<file path="src/rtl/enc_dec_pkg.sv">
// Shared definitions for the index/one-hot encoder-decoder family.
// Holds default widths, the decoder FSM states and the golden index-to-one-hot decode.
package enc_dec_pkg;

  localparam int OUT_W_DEF  = 8;
  localparam int CODE_W_DEF = 3;

  typedef enum logic [0:0] {
    ST_IDLE = 1'b0,
    ST_HOLD = 1'b1
  } dec_state_e;

  function automatic logic [OUT_W_DEF-1:0] idx_to_onehot(input logic [CODE_W_DEF-1:0] code);
    logic [OUT_W_DEF-1:0] w_word;
    w_word       = {OUT_W_DEF{1'b0}};
    w_word[code] = 1'b1;
    return w_word;
  endfunction

endpackage

</file>
<file path="src/rtl/code_fifo.sv">
// Synchronous code buffer; an extra pointer bit separates full from empty.
// Pushes while full and pops while empty are ignored.
module code_fifo #(
  parameter int WIDTH = 3,
  parameter int DEPTH = 4,
  parameter int LVL_W = $clog2(DEPTH + 1)
) (
  input  logic             clk,
  input  logic             rst,
  input  logic             i_push,
  input  logic [WIDTH-1:0] i_data,
  input  logic             i_pop,
  output logic [WIDTH-1:0] o_data,
  output logic             o_full,
  output logic             o_empty,
  output logic [LVL_W-1:0] o_level
);

  localparam int AW = $clog2(DEPTH);

  logic [WIDTH-1:0] r_mem [DEPTH];
  logic [AW:0]      r_wr_ptr;
  logic [AW:0]      r_rd_ptr;
  logic             w_do_push;
  logic             w_do_pop;
  logic [AW:0]      w_diff;

  assign o_full    = (r_wr_ptr[AW] != r_rd_ptr[AW]) && (r_wr_ptr[AW-1:0] == r_rd_ptr[AW-1:0]);
  assign o_empty   = (r_wr_ptr == r_rd_ptr);
  assign w_do_push = i_push && !o_full;
  assign w_do_pop  = i_pop && !o_empty;
  assign w_diff    = r_wr_ptr - r_rd_ptr;
  assign o_level   = LVL_W'(w_diff);
  assign o_data    = r_mem[r_rd_ptr[AW-1:0]];

  // Pointer and storage update; reset discards every buffered entry.
  always_ff @(posedge clk) begin
    if (rst) begin
      r_wr_ptr <= {(AW+1){1'b0}};
      r_rd_ptr <= {(AW+1){1'b0}};
      r_mem    <= '{default: {WIDTH{1'b0}}};
    end else begin
      if (w_do_push) begin
        r_mem[r_wr_ptr[AW-1:0]] <= i_data;
        r_wr_ptr                <= r_wr_ptr + {{AW{1'b0}}, 1'b1};
      end
      if (w_do_pop) begin
        r_rd_ptr <= r_rd_ptr + {{AW{1'b0}}, 1'b1};
      end
    end
  end

endmodule

</file>
<file path="src/rtl/onehot_hold_decoder.sv">
// Buffers index codes and replays each as a one-hot word held for HOLD_CYC cycles,
// with a sticky mask of every line shown since reset or the last clear.
module onehot_hold_decoder
  import enc_dec_pkg::*;
#(
  parameter int OUT_W      = OUT_W_DEF,
  parameter int CODE_W     = CODE_W_DEF,
  parameter int HOLD_CYC   = 4,
  parameter int FIFO_DEPTH = 4
) (
  input  logic              clk,
  input  logic              rst,
  input  logic [CODE_W-1:0] code_in,
  input  logic              code_valid,
  output logic              code_ready,
  output logic [OUT_W-1:0]  onehot_out,
  output logic              out_valid,
  output logic              busy,
  output logic [OUT_W-1:0]  sticky,
  input  logic              sticky_clr,
  output logic [CODE_W-1:0] fifo_level
);

  localparam int CNT_W = (HOLD_CYC > 1) ? $clog2(HOLD_CYC) : 1;
  localparam int LVL_W = $clog2(FIFO_DEPTH + 1);
  localparam logic [CNT_W-1:0] CNT_LOAD = CNT_W'(HOLD_CYC - 1);

  dec_state_e       r_state;
  dec_state_e       w_state_nxt;
  logic [CNT_W-1:0] r_cnt;
  logic [CNT_W-1:0] w_cnt_nxt;
  logic [OUT_W-1:0] r_onehot;
  logic [OUT_W-1:0] w_onehot_nxt;
  logic             r_valid;
  logic             w_valid_nxt;
  logic [OUT_W-1:0] r_sticky;
  logic [OUT_W-1:0] w_sticky_nxt;
  logic             w_pop;
  logic             w_full;
  logic             w_empty;
  logic [CODE_W-1:0] w_head;
  logic [LVL_W-1:0]  w_level;

  // Ready is a function of buffer state only, and is held low while in reset.
  assign code_ready = !w_full && !rst;
  assign onehot_out = r_onehot;
  assign out_valid  = r_valid;
  assign sticky     = r_sticky;
  assign busy       = !w_empty || (r_state == ST_HOLD);
  assign fifo_level = CODE_W'(w_level);

  code_fifo #(
    .WIDTH (CODE_W),
    .DEPTH (FIFO_DEPTH),
    .LVL_W (LVL_W)
  ) u_fifo (
    .clk     (clk),
    .rst     (rst),
    .i_push  (code_valid && code_ready),
    .i_data  (code_in),
    .i_pop   (w_pop),
    .o_data  (w_head),
    .o_full  (w_full),
    .o_empty (w_empty),
    .o_level (w_level)
  );

  // Next-state, hold counter, output word and sticky mask.
  always_comb begin
    w_state_nxt  = r_state;
    w_cnt_nxt    = r_cnt;
    w_onehot_nxt = r_onehot;
    w_valid_nxt  = r_valid;
    w_pop        = 1'b0;
    case (r_state)
      ST_IDLE: begin
        if (!w_empty) begin
          w_pop        = 1'b1;
          w_onehot_nxt = idx_to_onehot(w_head);
          w_valid_nxt  = 1'b1;
          w_cnt_nxt    = CNT_LOAD;
          w_state_nxt  = ST_HOLD;
        end else begin
          w_onehot_nxt = {OUT_W{1'b0}};
          w_valid_nxt  = 1'b0;
        end
      end
      ST_HOLD: begin
        if (r_cnt != {CNT_W{1'b0}}) begin
          w_cnt_nxt = r_cnt - {{(CNT_W-1){1'b0}}, 1'b1};
        end else if (!w_empty) begin
          // Reload straight from the buffer so consecutive words have no gap.
          w_pop        = 1'b1;
          w_onehot_nxt = idx_to_onehot(w_head);
          w_valid_nxt  = 1'b1;
          w_cnt_nxt    = CNT_LOAD;
        end else begin
          w_onehot_nxt = {OUT_W{1'b0}};
          w_valid_nxt  = 1'b0;
          w_state_nxt  = ST_IDLE;
        end
      end
      default: begin
        w_onehot_nxt = {OUT_W{1'b0}};
        w_valid_nxt  = 1'b0;
        w_cnt_nxt    = {CNT_W{1'b0}};
        w_state_nxt  = ST_IDLE;
      end
    endcase

    // Clear takes effect before the new word is merged in.
    w_sticky_nxt = sticky_clr ? {OUT_W{1'b0}} : r_sticky;
    if (w_pop) begin
      w_sticky_nxt = w_sticky_nxt | w_onehot_nxt;
    end else begin
      w_sticky_nxt = w_sticky_nxt;
    end
  end

  // FSM state register.
  always_ff @(posedge clk) begin
    if (rst) begin
      r_state <= ST_IDLE;
    end else begin
      r_state <= w_state_nxt;
    end
  end

  // Registered outputs, hold counter and sticky mask.
  always_ff @(posedge clk) begin
    if (rst) begin
      r_cnt    <= {CNT_W{1'b0}};
      r_onehot <= {OUT_W{1'b0}};
      r_valid  <= 1'b0;
      r_sticky <= {OUT_W{1'b0}};
    end else begin
      r_cnt    <= w_cnt_nxt;
      r_onehot <= w_onehot_nxt;
      r_valid  <= w_valid_nxt;
      r_sticky <= w_sticky_nxt;
    end
  end

endmodule

</file>
<file path="config.mk">
export PLATFORM = sky130hd
export DESIGN_NAME = onehot_hold_decoder
export DESIGN_NICKNAME = d
export VERILOG_FILES = /design/src/rtl/enc_dec_pkg.sv /design/src/rtl/code_fifo.sv /design/src/rtl/onehot_hold_decoder.sv
export SDC_FILE = /design/constraint.sdc
export NUM_CORES = 1
export LEC_CHECK = 0
export CAP_MARGIN = 20
export CORE_UTILIZATION = 50
export CTS_BUF_LIST = sky130_fd_sc_hd__clkbuf_4
export CTS_CLUSTER_SIZE = 14
export DETAILED_ROUTE_END_ITERATION = 8
export GPL_TIMING_DRIVEN = 0
export PLACE_DENSITY = 0.76
export SETUP_SLACK_MARGIN = 0.15
export SKIP_CTS_REPAIR_TIMING = 1
export SLEW_MARGIN = 5
export SYNTH_ARGS = -nofsm -noshare
export SYNTH_HDL_FRONTEND = slang
export SYNTH_SLANG_ARGS = --single-unit
export TNS_END_PERCENT = 1
</file>
<file path="constraint.sdc">
create_clock -name clk -period 2.04 [get_ports clk]
set_input_delay 0.51 -clock clk [delete_from_list [all_inputs] [get_ports clk]]
set_output_delay 0.51 -clock clk [all_outputs]
set_load 0.02 [all_outputs]
</file>
# Word-level counts from Yosys, hierarchy flattened

Cells that the tools add are included.
Widths: inputs -> output; s select.

Output and inout port bits: 22
Input port bits: 7
Flip-flop bits (word level): 38

Add/sub/neg operators: 4
Bitwise gates (word level): 4
Mux-type cells: 23
Reductions and logical operators: 12
Order comparisons: 5
Eq/ne operators: 4

Operators by type and width:

| operator            | count |
|---|---|
| $mux 8              | 4 |
| $pmux 8 s2          | 1 |
| $bwmux 12           | 1 |
| $mux 3              | 3 |
| $or 8x8->8          | 1 |
| $logic_and 1x1->1   | 7 |
| $add 3x1->3 const B | 2 |
| $bmux 3 s2          | 1 |
| $demux 3 s2         | 1 |
| $ge 3x3->1 const B  | 2 |
| $not 2->3           | 2 |
| $pmux 1 s2          | 3 |
| $mux 1              | 5 |
| $lt 3x4->1 const B  | 1 |
| $mux 2              | 2 |
| $pmux 2 s2          | 1 |
| $demux 1 s3         | 1 |
| $eq 3x3->1          | 1 |
| $ge 3x1->1 const B  | 1 |
| $logic_not 1->1     | 3 |
| $lt 3x1->1 const B  | 1 |
| $sub 3x3->3         | 1 |
| $eq 2x2->1          | 1 |
| $ne 2x2->1 const B  | 1 |
| other kinds (5)     | 5 |

# Depth between registers and ports, before layout

Word-level depth: 13
Gate-level depth with buffers: 6
Gate-level depth less buffers: 6

# Hierarchy

From an unflattened synthesis, not the netlist that was laid out.

Cells, all modules: 177
Area total of the unflattened synthesis: 1746.7 um^2

By module, submodules not included:

| module              | instances | area an instance (um^2) | seq. area each (um^2) | cells an instance |
|---|---|---|---|---|
| code_fifo           | 1         | 997.2                   | 360.3                 | 95 |
| onehot_hold_decoder | 1         | 749.5                   | 400.4                 | 82 |

# Worst setup path before layout

Ideal clock, no wire load.

Path kind: register -> output
From: register u_fifo.r_wr_ptr[0]
To: output fifo_level[2]
Cell stages (with the launch flop): 5
Buffers on the path: 0
Slack: 143 ps
Data arrival time: 1387 ps
Data required time: 1530 ps
Cells stage by stage: dfxtp_1 -> inv_1 -> ha_1 -> fa_1 -> xnor2_1

Cells in the longest elaborated chain, start to end: 1

Ends and longest elaborated chain:

| element                | RTL line                  | text |
|---|---|---|
| start, declared        | code_fifo.sv:22           | `logic [AW:0] r_wr_ptr;` |
| start signal, assigned | code_fifo.sv:39           | `r_wr_ptr <= {(AW+1){1'b0}};` |
| start signal, assigned | code_fifo.sv:45           | `r_wr_ptr <= r_wr_ptr + {{AW{1'b0}}, 1'b1};` |
| $sub 3x3->3            | code_fifo.sv:32           | `assign w_diff = r_wr_ptr - r_rd_ptr;` |
| end, declared          | onehot_hold_decoder.sv:21 | `output logic [CODE_W-1:0] fifo_level` |

Every way passes these cells.

# Worst setup path after layout

From: register u_fifo.r_wr_ptr[0]
To: output fifo_level[1]

The elaborated chain is that of the path after synthesis.

==> results.py <==
metrics = {
    "grt": {
        "grt_max_degree": 12,
        "grt_pass1_vias": 1225,
        "grt.overflow.total": 0,
        "grt_antenna_before_repair": 0,
        "grt_pass1_wl_um": 5480,
        "grt_usage": 0.209,
    },
    "setup_path": {
        "crit_path_start_kind": "flip-flop",
        "end_kind": "output port",
        "critical_path_peak_fanout": 4,
        "critical_path_arrival_ns": 1.58,
        "critPathRequiredTime_ns": 1.53,
        "critical_path_class": "reg -> out",
    },
    "sta": {
        "fmax_mhz": 478,
        "setup_viol": 3,
        "post-route-period-util": 1.03,
        "period_needed_ns": 2.09,
        "max_slew_margin": 0.619,
        "worst_pin_slew_ns": 0.565,
        "fin_worst_skew_ns": 0.00683,
        "hold_viol_final": 0,
        "drv_slew": 0,
        "fin_tns_setup_ns": -0.0917,
        "rsz0062_at_grt": "true",
        "finalWorstSetupSlack_ns": -0.0512,
        "whs_ns": 0.460,
    },
    "clocking": {
        "cts_buffers": 5,
        "clockBufferDepth": 2,
        "cts.sinks": 38,
        "cts_tree": "yes",
        "htree_num_levels": 2,
        "cts.clk_slew.worst_paths_ns": 0.11,
        "cts_root_buffer": "clkbuf_4",
        "clkLatencyLatePin_ns": 0.33,
    },
    "power_and_ir_drop": {
        "power_density_nw_per_um2": 1060,
        "p_clk_frac": 0.156,
        "p_comb_frac": 0.441,
        "ir_drop_uv": 495,
        "seqPwrFrac": 0.403,
        "switchingPower_uw": 881,
        "internal-power_mw": 1.47,
        "finalPower_mw": 2.35,
        "switching_share": 0.375,
        "power_leakage_nw": 0.914,
    },
    "finish": {
        "syn_to_final_growth_pct": 29.9,
        "final_nets": 222,
        "diodes": 0,
        "instances_no_fill": 252,
        "drive_gt1_frac": 0.192,
    },
    "place": {
        "gp_congestion": 0.774,
        "dp_cells": 238,
        "port_buffers": 28,
        "place_hpwl_um": 2590,
        "dp_slack_ns": -0.506,
    },
    "routing": {
        "vias_per_cell": 5.34,
        "drt_first_pass_iters": 4,
        "wl_per_cell_um": 13.9,
        "wl_um": 3500,
        "vias": 1346,
        "drc": 0,
        "drt_iter0_drc": 40,
        "ant_nets": 0,
    },
    "logic_synthesis": {
        "synthCells": 166,
        "seq_area_frac_synth": 0.446,
        "yosysWarningCount": 0,
        "ys_types": 31,
        "syn_nets": 181,
        "synth_seq_cells": 38,
        "syn-cell-area_um2": 1710,
        "syn_avg_cell_area_um2": 10.3,
    },
    "floorplanning": {
        "core_um2": 3150,
        "fp.dieW_um": 60.4,
        "num_rows": 20,
        "die_h_um": 60.4,
        "die_area_um2": 3650,
        "start_util": 0.541,
        "io_pins": 29,
    },
    "min_path": {
        "hold_class": "reg -> reg",
    },
    "run_status": {
        "violations": "setup timing",
        "outcome": "finished, violations left",
    },
    "run": {
        "cap_violations": 0,
    },
}
-- power by group through the flow --
stage               clock [mW]  combinational [mW]  sequential (mW)
detailed placement           0               0.883            0.955
global placement             0               0.855            0.945
global route             0.412                1.12            0.958
floorplan                    0               0.559            0.968
CTS                      0.374               0.885            0.937
finish                   0.367                1.04            0.948
-- area by class of cell --
type                       count  area (µm²)
multi-input combinational    116         961
fill                         250         937
sequential                    38         776
timing repair buffer          34         319
tap                           44        55.1
clock buffer                   6        45.0
inverter                       7        31.3
buffer                         5        20.0
clock inverter                 2        8.76
-- layer usage --
| layer | up-vias | GRT usage | wire, µm | part of all wire |
|---|---|---|---|---|
| met3 | 10 | 0.0554 | 118 | 0.034 |
| met1 | 648 | 0.251 | 1520 | 0.43 |
| li1 | 658 | - | - | - |
| met5 | - | 0 | 0 | 0 |
| met2 | 30 | 0.355 | 1790 | 0.51 |
| met4 | 0 | 0.0831 | 70 | 0.020 |
-- cell usage after synthesis --
| master | n | area share |
|---|---|---|
| mux4_1 | 1 | 0.015 |
| nor2_2 | 1 | 0.0037 |
| nand2b_1 | 8 | 0.029 |
| a21oi_1 | 19 | 0.056 |
| clkbuf_1 | 4 | 0.0088 |
| a311oi_4 | 1 | 0.015 |
| nand2_2 | 1 | 0.0037 |
| fa_1 | 1 | 0.012 |
| o211a_1 | 1 | 0.0059 |
| a221oi_1 | 1 | 0.0051 |
| mux2_2 | 1 | 0.0066 |
| inv_1 | 7 | 0.015 |
| xnor2_4 | 1 | 0.016 |
| o21ai_0 | 3 | 0.0088 |
| nor2_1 | 19 | 0.042 |
| buf_1 | 1 | 0.0022 |
| a31oi_1 | 1 | 0.0037 |
| and2_1 | 1 | 0.0037 |
| o21a_1 | 2 | 0.0088 |
| xor2_1 | 4 | 0.021 |
| ha_1 | 7 | 0.051 |
| a211o_1 | 1 | 0.0051 |
| nor2b_1 | 2 | 0.0073 |
| mux2i_1 | 13 | 0.076 |
| o211ai_1 | 2 | 0.0088 |
| o2111ai_2 | 2 | 0.018 |
| nand2_1 | 17 | 0.037 |
| mux4_2 | 2 | 0.026 |
| xnor2_1 | 2 | 0.010 |
| dfxtp_1 | 38 | 0.45 |
| o2111ai_4 | 2 | 0.031 |
-- flip-flops by register name (all words and copies together) (netlist names) --
register	flops
onehot_out	8
out_valid	1
u_fifo.r_rd_ptr	3
u_fifo.r_wr_ptr	3
r_state	1
sticky	8
r_cnt	2
u_fifo.r_mem	12
-- cells by family (layout without fill, tap and decap cells) --
| logic type | count (synthesis) | count (layout) | share of synthesized area |
|---|---|---|---|
| compound gates | 35 | 35 | 0.166 |
| buf+inv | 12 | 54 | 0.0264 |
| flops | 38 | 38 | 0.446 |
| simple gates | 49 | 49 | 0.127 |
| fa+ha+maj | 8 | 8 | 0.0631 |
| xor+xnor | 7 | 7 | 0.0470 |
| mux | 17 | 17 | 0.125 |
-- critical path, cell delays in order, from the launching register on --
cell and delay, ns:
dfxtp_4 0.39, inv_6 0.05, ha_4 0.15, fa_2 0.52
inv_2 0.03, buf_6 0.12
-- layout by cell type (no fill, tap or decap), types with 3 or more instances in the layout --
cell / n
dfxtp_1: 34
clkdlybuf4s50_1: 23
nor2_1: 19
a21oi_1: 19
nand2_1: 17
mux2i_1: 13
nand2b_1: 8
buf_4: 8
clkbuf_4: 6
inv_1: 5
ha_1: 5
dfxtp_4: 4
clkbuf_1: 3
o21ai_0: 3
xor2_1: 3
-- through the flow --
step | util | cell area (µm²)
6_report | 0.703 | 2220
3_3_place_gp | 0.650 | 2050
3_5_place_dp | 0.650 | 2050
5_1_grt | 0.703 | 2220
4_1_cts | 0.667 | 2100
2_1_floorplan | - | 1710
-- worst paths after layout --
path / startpoint / end / slack [ns] / cells after the start
max: u_fifo.r_wr_ptr[0] / fifo_level[1] / -0.05 / 5
min: onehot_out[2] / onehot_out[2] / 0.46 / 2
max reg2reg: u_fifo.r_rd_ptr[0] / onehot_out[0] / 0.36 / 4
min reg2reg: onehot_out[2] / onehot_out[2] / 0.46 / 2
Power figures use the tool's default switching activity.
